**src/rtl/mem_arb_pkg.sv**
```systemverilog
// Shared types for the memory port arbiter: access owner and the in-flight
// bookkeeping entry carried alongside each memory access.
package mem_arb_pkg;

    localparam int IF_DATA_WIDTH = 32;

    typedef enum logic {
        OWNER_IF = 1'b0,
        OWNER_LS = 1'b1
    } owner_t;

    typedef struct packed {
        logic   valid;
        owner_t owner;
        logic   is_write;
    } inflight_t;

    localparam inflight_t INFLIGHT_IDLE = '{valid: 1'b0, owner: OWNER_IF, is_write: 1'b0};

    // A flush kills fetch-owned entries; LSU entries pass through untouched.
    function automatic inflight_t kill_fetch(inflight_t e, logic flush);
        inflight_t r;
        r = e;
        if (flush && e.owner == OWNER_IF)
            r.valid = 1'b0;
        return r;
    endfunction

endpackage

```
**src/rtl/arb_inflight_pipe.sv**
```systemverilog
// Fixed-depth shift register tracking the owner of every in-flight access;
// the tail entry lines up with the memory read data for that access.
module arb_inflight_pipe
    import mem_arb_pkg::*;
#(
    parameter int DEPTH = 1
) (
    input  logic      clk,
    input  logic      rst,
    input  logic      flush,
    input  inflight_t push,
    output inflight_t tail
);

    inflight_t stage [DEPTH];

    always_ff @(posedge clk) begin
        // NOTE: this is a handful of flops, not a RAM, so every entry is reset to invalid.
        if (rst) begin
            for (int i = 0; i < DEPTH; i++)
                stage[i] <= INFLIGHT_IDLE;
        end else begin
            // NOTE: non-blocking assignments let every stage shift from its old neighbour.
            stage[0] <= kill_fetch(push, flush);
            for (int i = 1; i < DEPTH; i++)
                stage[i] <= kill_fetch(stage[i-1], flush);
        end
    end

    assign tail = stage[DEPTH-1];

endmodule

```
**src/rtl/mem_port_arbiter.sv**
```systemverilog
// Shares one single-ported memory between instruction fetch and the LSU:
// per-cycle arbitration with a fetch starvation guard, and response routing.
module mem_port_arbiter
    import mem_arb_pkg::*;
#(
    parameter int ADDRESS_WIDTH = 64,
    parameter int DATA_WIDTH    = 64,
    parameter int MEM_LATENCY   = 1,
    parameter int STARVE_LIMIT  = 4
) (
    input  logic                     clk,
    input  logic                     rst,
    input  logic                     if_req,
    input  logic [ADDRESS_WIDTH-1:0] if_addr,
    output logic                     if_gnt,
    input  logic                     if_flush,
    output logic                     if_resp_valid,
    output logic [IF_DATA_WIDTH-1:0] if_resp_data,
    input  logic                     ls_req,
    input  logic                     ls_write,
    input  logic [ADDRESS_WIDTH-1:0] ls_addr,
    input  logic [DATA_WIDTH-1:0]    ls_wdata,
    output logic                     ls_gnt,
    output logic                     ls_resp_valid,
    output logic [DATA_WIDTH-1:0]    ls_resp_data,
    output logic                     mem_write,
    output logic [ADDRESS_WIDTH-1:0] mem_addr,
    output logic [DATA_WIDTH-1:0]    mem_data_in,
    input  logic [DATA_WIDTH-1:0]    mem_data_out
);

    localparam int               CNT_W   = $clog2(STARVE_LIMIT + 1);
    localparam logic [CNT_W-1:0] CNT_MAX = CNT_W'(STARVE_LIMIT);

    logic [CNT_W-1:0]         starve_cnt;
    logic [ADDRESS_WIDTH-1:0] addr_q;
    logic                     if_win;
    logic                     ls_win;
    inflight_t                push;
    inflight_t                tail;

    // Fetch is ineligible during a flush; a starved fetch beats the LSU.
    always_comb begin
        // NOTE: defaults first so no path through the block infers a latch.
        if_win = 1'b0;
        ls_win = 1'b0;
        if (!rst) begin
            if (!if_flush && if_req && starve_cnt == CNT_MAX)
                if_win = 1'b1;
            else if (ls_req)
                ls_win = 1'b1;
            else if (!if_flush && if_req)
                if_win = 1'b1;
        end
    end

    assign if_gnt = if_win;
    assign ls_gnt = ls_win;

    always_comb begin
        mem_write   = 1'b0;
        mem_addr    = addr_q;
        mem_data_in = '0;
        if (ls_win) begin
            mem_write   = ls_write;
            mem_addr    = ls_addr;
            mem_data_in = ls_wdata;
        end else if (if_win) begin
            mem_addr = if_addr;
        end
    end

    always_ff @(posedge clk) begin
        if (rst) begin
            starve_cnt <= '0;
            addr_q     <= '0;
        end else begin
            if (if_win || ls_win)
                addr_q <= mem_addr;
            // A flushed cycle neither advances nor clears the count.
            if (if_win || !if_req)
                starve_cnt <= '0;
            else if (!if_flush && starve_cnt != CNT_MAX)
                starve_cnt <= starve_cnt + 1'b1;
        end
    end

    always_comb begin
        push          = INFLIGHT_IDLE;
        push.valid    = if_win || ls_win;
        push.owner    = ls_win ? OWNER_LS : OWNER_IF;
        push.is_write = ls_win && ls_write;
    end

    arb_inflight_pipe #(
        .DEPTH (MEM_LATENCY)
    ) u_pipe (
        .clk   (clk),
        .rst   (rst),
        .flush (if_flush),
        .push  (push),
        .tail  (tail)
    );

    // The tail entry is consumed this cycle, so a same-cycle flush masks it here.
    always_comb begin
        if_resp_valid = 1'b0;
        if_resp_data  = '0;
        ls_resp_valid = 1'b0;
        ls_resp_data  = '0;
        if (!rst && tail.valid) begin
            if (tail.owner == OWNER_IF) begin
                if_resp_valid = !if_flush;
                if_resp_data  = mem_data_out[IF_DATA_WIDTH-1:0];
            end else begin
                ls_resp_valid = 1'b1;
                ls_resp_data  = tail.is_write ? '0 : mem_data_out;
            end
        end
    end

endmodule
```
**config.mk**
```make
export PLATFORM = sky130hd
export DESIGN_NAME = mem_port_arbiter
export DESIGN_NICKNAME = d
export VERILOG_FILES = /design/src/rtl/mem_arb_pkg.sv /design/src/rtl/arb_inflight_pipe.sv /design/src/rtl/mem_port_arbiter.sv
export SDC_FILE = /design/constraint.sdc
export NUM_CORES = 1
export LEC_CHECK = 0
export ABC_AREA = 0
export BUFFER_PORTS_ARGS = -buffer_cell sky130_fd_sc_hd__buf_2
export CAP_MARGIN = 15
export CORE_AREA = 5 5 186 188
export DETAILED_ROUTE_END_ITERATION = 6
export DIE_AREA = 0 0 191 193
export HOLD_SLACK_MARGIN = 0.03
export PLACE_DENSITY_LB_ADDON = 0.05
export SYNTH_ARGS = -nofsm -noshare
export SYNTH_HDL_FRONTEND = slang
export SYNTH_HIERARCHICAL = 1
export SYNTH_SLANG_ARGS = --single-unit
```
**constraint.sdc**
```tcl
create_clock -name clk -period 1.55 [get_ports clk]
set_input_delay 0.155 -clock clk [delete_from_list [all_inputs] [get_ports clk]]
set_output_delay 0.155 -clock clk [all_outputs]
set_load 0.02 [all_outputs]
```
==> key figures <==
Outcome
  – Outcome: finished with violations
  – Violated checks: setup timing

Synthesis
  – Synth top cells by count: and2_1 (161), dfxtp_1 (70), inv_1 (68), nor2_1 (68), a222oi_1 (64)
  – Most common cell in the netlist: and2_1
  – Post-Synth Adder-Cell Area: 0.6313%
  – Synthesized instance count: 497
  – Synth Area in Compound Gates: 17.17%
  – Synth top area share: 35.35%
  – Area leader, netlist: dfxtp_1
  – Avg Inst Size Synth: 7.975 um2
  – Seq/Total Area, Yosys: 35.35%
  – Yosys reg bits: 70
  – Top cells by area, synth: dfxtp_1 (35%), and2_1 (25%), a222oi_1 (16%), inv_1 (6.4%), nor2_1 (6.4%)
  – Post-synth EDFFs: 0
  – XOR/XNOR share of the synthesized area: 0.4419%
  – Netlist Area Pre-Place: 3964 um2
  – Post-Synth Simple-Gate Area: 34.22%
  – Multiplexer share of the synthesized area: 0%
  – Distinct cell type count after synthesis: 24
  – Top_reg_cell synth: dfxtp_1
  – Main combinational cell family by area after synthesis: simple AND/OR/NAND/NOR gates
  – Syn. warnings: 6
  – Syn nets: 761
  – Asr flop ratio synth: 0%

Route
  – Vias per cell: 3.863
  – Iter 0 DRT Violations: 324
  – Wire length per cell: 18.90 um
  – Detailed-route wire length: 29.73 mm
  – Via count: 6077
  – DRC Markers: 0
  – Number of routed nets with antenna violations: 0
  – Pre-antenna DRT Iters: 6

Clock network
  – Root buf cell: clkbuf_16
  – Htree depth: 3
  – Clock sink total: 70
  – Worst-Skew Late Latency: 340 ps
  – Clock-pin slew on the worst setup and hold paths: 70 ps
  – Cts bufs inserted: 9
  – Clock Tree Buf Depth: 2
  – CTS tree: yes

Critical path
  – Critical path, cell by cell: inv_2, ha_4, a21boi_4, nor3b_4, buf_12, buf_12, a222oi_1, inv_1, buf_6
  – Critical-path top delay cell: a222oi_1
  – Most common cell on crit path: buf_12
  – Worst setup SP type: register
  – Worst setup EP type: primary output
  – WP data required: 1390 ps
  – Crit Reg-Reg Startpoint: starve_cnt[1]$_SDFFE_PP0P_
  – Crit-path max FO: 11
  – WS Path Type: reg -> out
  – WP data arrival: 2070 ps
  – CP max stage delay: 380 ps
  – Path depth of the worst reg2reg path: 12
  – Internal reg-to-reg setup slack: -500 ps
  – R2r endpoint: addr_q[8]$_SDFFE_PP0P_

Floorplan
  – Starting density of the core: 12.03%
  – Chip Height: 193 um
  – Chip Width: 191 um
  – Ports: 491
  – Die footprint: 36860 um2
  – Cell Rows: 67
  – Core area: 32950 um2

Layout
  – # nets final: 1377
  – Layout cell share with drive strength beyond 1: 72.18%
  – Fillers: 3602
  – Post-Layout Inst Area: 10300 um2
  – Multi-input gate area: 2464 um2
  – Sequential Area: 1406 um2
  – Util after Layout: 31.27%
  – P&R area growth vs syn: 159.9%

Global route
  – First-pass GRT wire length: 37.61 mm
  – Initial antenna violation count: 16
  – GR Overflow Total: 0
  – GRT Total Usage: 13.48%
  – Vias in the first global route: 5914
  – Pin count of the biggest net entering global routing: 49

Placed design
  – Placed cell areas: 7614 um2
  – I/O Buffers: 490
  – Routability cong.: 0.7742
  – Post-DP HPWL: 21.87 mm

Flow run
  – Max Cap Violations: 0

Timing
  – Setup Viol. Count Final: 298
  – Worst hold slack: 94.44 ps
  – Post-Route Setup TNS: -103200 ps
  – Final Max Slew Viols: 0
  – Least-Margin Pin Slew: 592.3 ps
  – Slew margin rel.: 60.51%
  – Highest clock rate: 450.3 MHz
  – Skew final: 6.434 ps
  – Crit path time final: 2221 ps
  – Hold Vio Cnt, Final: 0
  – Period Utilization, post-route: 143.3%
  – PnR worst setup slack: -670.8 ps
  – RSZ-0062 raised after global routing: true

Power
  – Leak Pwr: 5.560 nW
  – Maximum vdd ir drop: 0.3755 mV
  – Cell Pwr Density: 598.9 nW/um2

Min path
  – Hold WC Path Type: in -> reg
  – Hold EP: addr_q[50]$_SDFFE_PP0P_
  – WHS Path Cells: 3
  – Hold path start: if_addr[50]
[cell families after synthesis]
| group | after synthesis |
|---|---|
| flip-flops | 70 |
| AND/OR/NAND/NOR | 241 |
| XOR/XNOR | 2 |
| adder cells (fa/ha/maj) | 2 |
| buffers and inverters | 113 |
| AO/OA/AOI/OAI | 69 |
[power by group]
part | leakage, nW | total [mW] | internal [mW] | switching (mW)
combinational | 4.86 | 2.23 | 1.24 | 0.990
clock | 0.126 | 2.01 | 1.10 | 0.914
sequential | 0.575 | 1.93 | 1.90 | 0.0336
[final cells by class]
class | count | area share, %
Timing Repair Buffer | 650 | 51.68
Multi-Input combinational cell | 314 | 23.92
Sequential cell | 70 | 13.65
Tap cell | 448 | 5.442
Inverter | 68 | 2.478
Clock buffer | 10 | 2.223
Clock inverter | 6 | 0.4373
Antenna cell | 7 | 0.1700
[flip-flops by register name, indices dropped and copies added (netlist names)]
signal,cells
u_pipe/stage,3
starve_cnt,3
addr_q,64
[worst max-delay path: cells and delay by family (launching register included)]
kind | cells | cell delay (ps)
and+or+nand+nor | 1 | 90
DFF | 1 | 330
adders and majority gates | 1 | 170
AOI/OAI and AO/OA | 2 | 520
buffers and inverters | 5 | 610
[worst max path at each step]
stage | from | endpoint | slack [ps]
finish | starve_cnt[1]$_SDFFE_PP0P_ | mem_addr[60] | -670
global route | starve_cnt[1]$_SDFFE_PP0P_ | mem_addr[44] | -810
CTS | starve_cnt[1]$_SDFFE_PP0P_ | mem_addr[60] | -690
detailed placement | starve_cnt[1]$_SDFFE_PP0P_ | mem_addr[47] | -360
global placement | if_flush | mem_addr[22] | -320
floorplan | starve_cnt[0]$_SDFFE_PP0P_ | mem_addr[0] | -120
[metal layers]
layer / routed length [um] / track usage (%) / up-vias
li1: - / - / 2917
met1: 10150 / 13.65 / 2829
met2: 16270 / 25.33 / 280
met3: 2869 / 5.978 / 35
met4: 352 / 3.481 / 16
met5: 89 / 0 / -
[layout by cell type (no fill, tap or decap), drive strengths merged]
cell type and count:
a21boi 1, a21oi 2, a222oi 64, a311oi 1, and2 161, and3b 1
buf 634, clkbuf 26, clkinv 1, clkinvlp 3, dfxtp 70, diode 7
ha 2, inv 70, nand2 1, nor2 68, nor2b 6, nor3b 3
o21bai 1, or3b 1, xnor2 1, xor2 1
[per-stage QoR]
step / instances / power [mW] / setup WS [ps]
after global placement: 1469 / 3.613 / -315.6
after CTS: 1537 / 5.968 / -693.3
after global routing: 1570 / 6.549 / -813.2
after detailed placement: 1469 / 3.594 / -357.3
final: 1573 / 6.169 / -670.8
after floorplan: 497 / 2.699 / -120.4
[repair_timing]
action	4_1_cts	5_1_grt
pin swaps	36	134
gates cloned	3	20
buffers inserted	49	27
gates resized for setup	114	400
hold buffers	0	0
setup endpoints to repair	297	297
No activity file was read; power rests on OpenSTA's default activity.
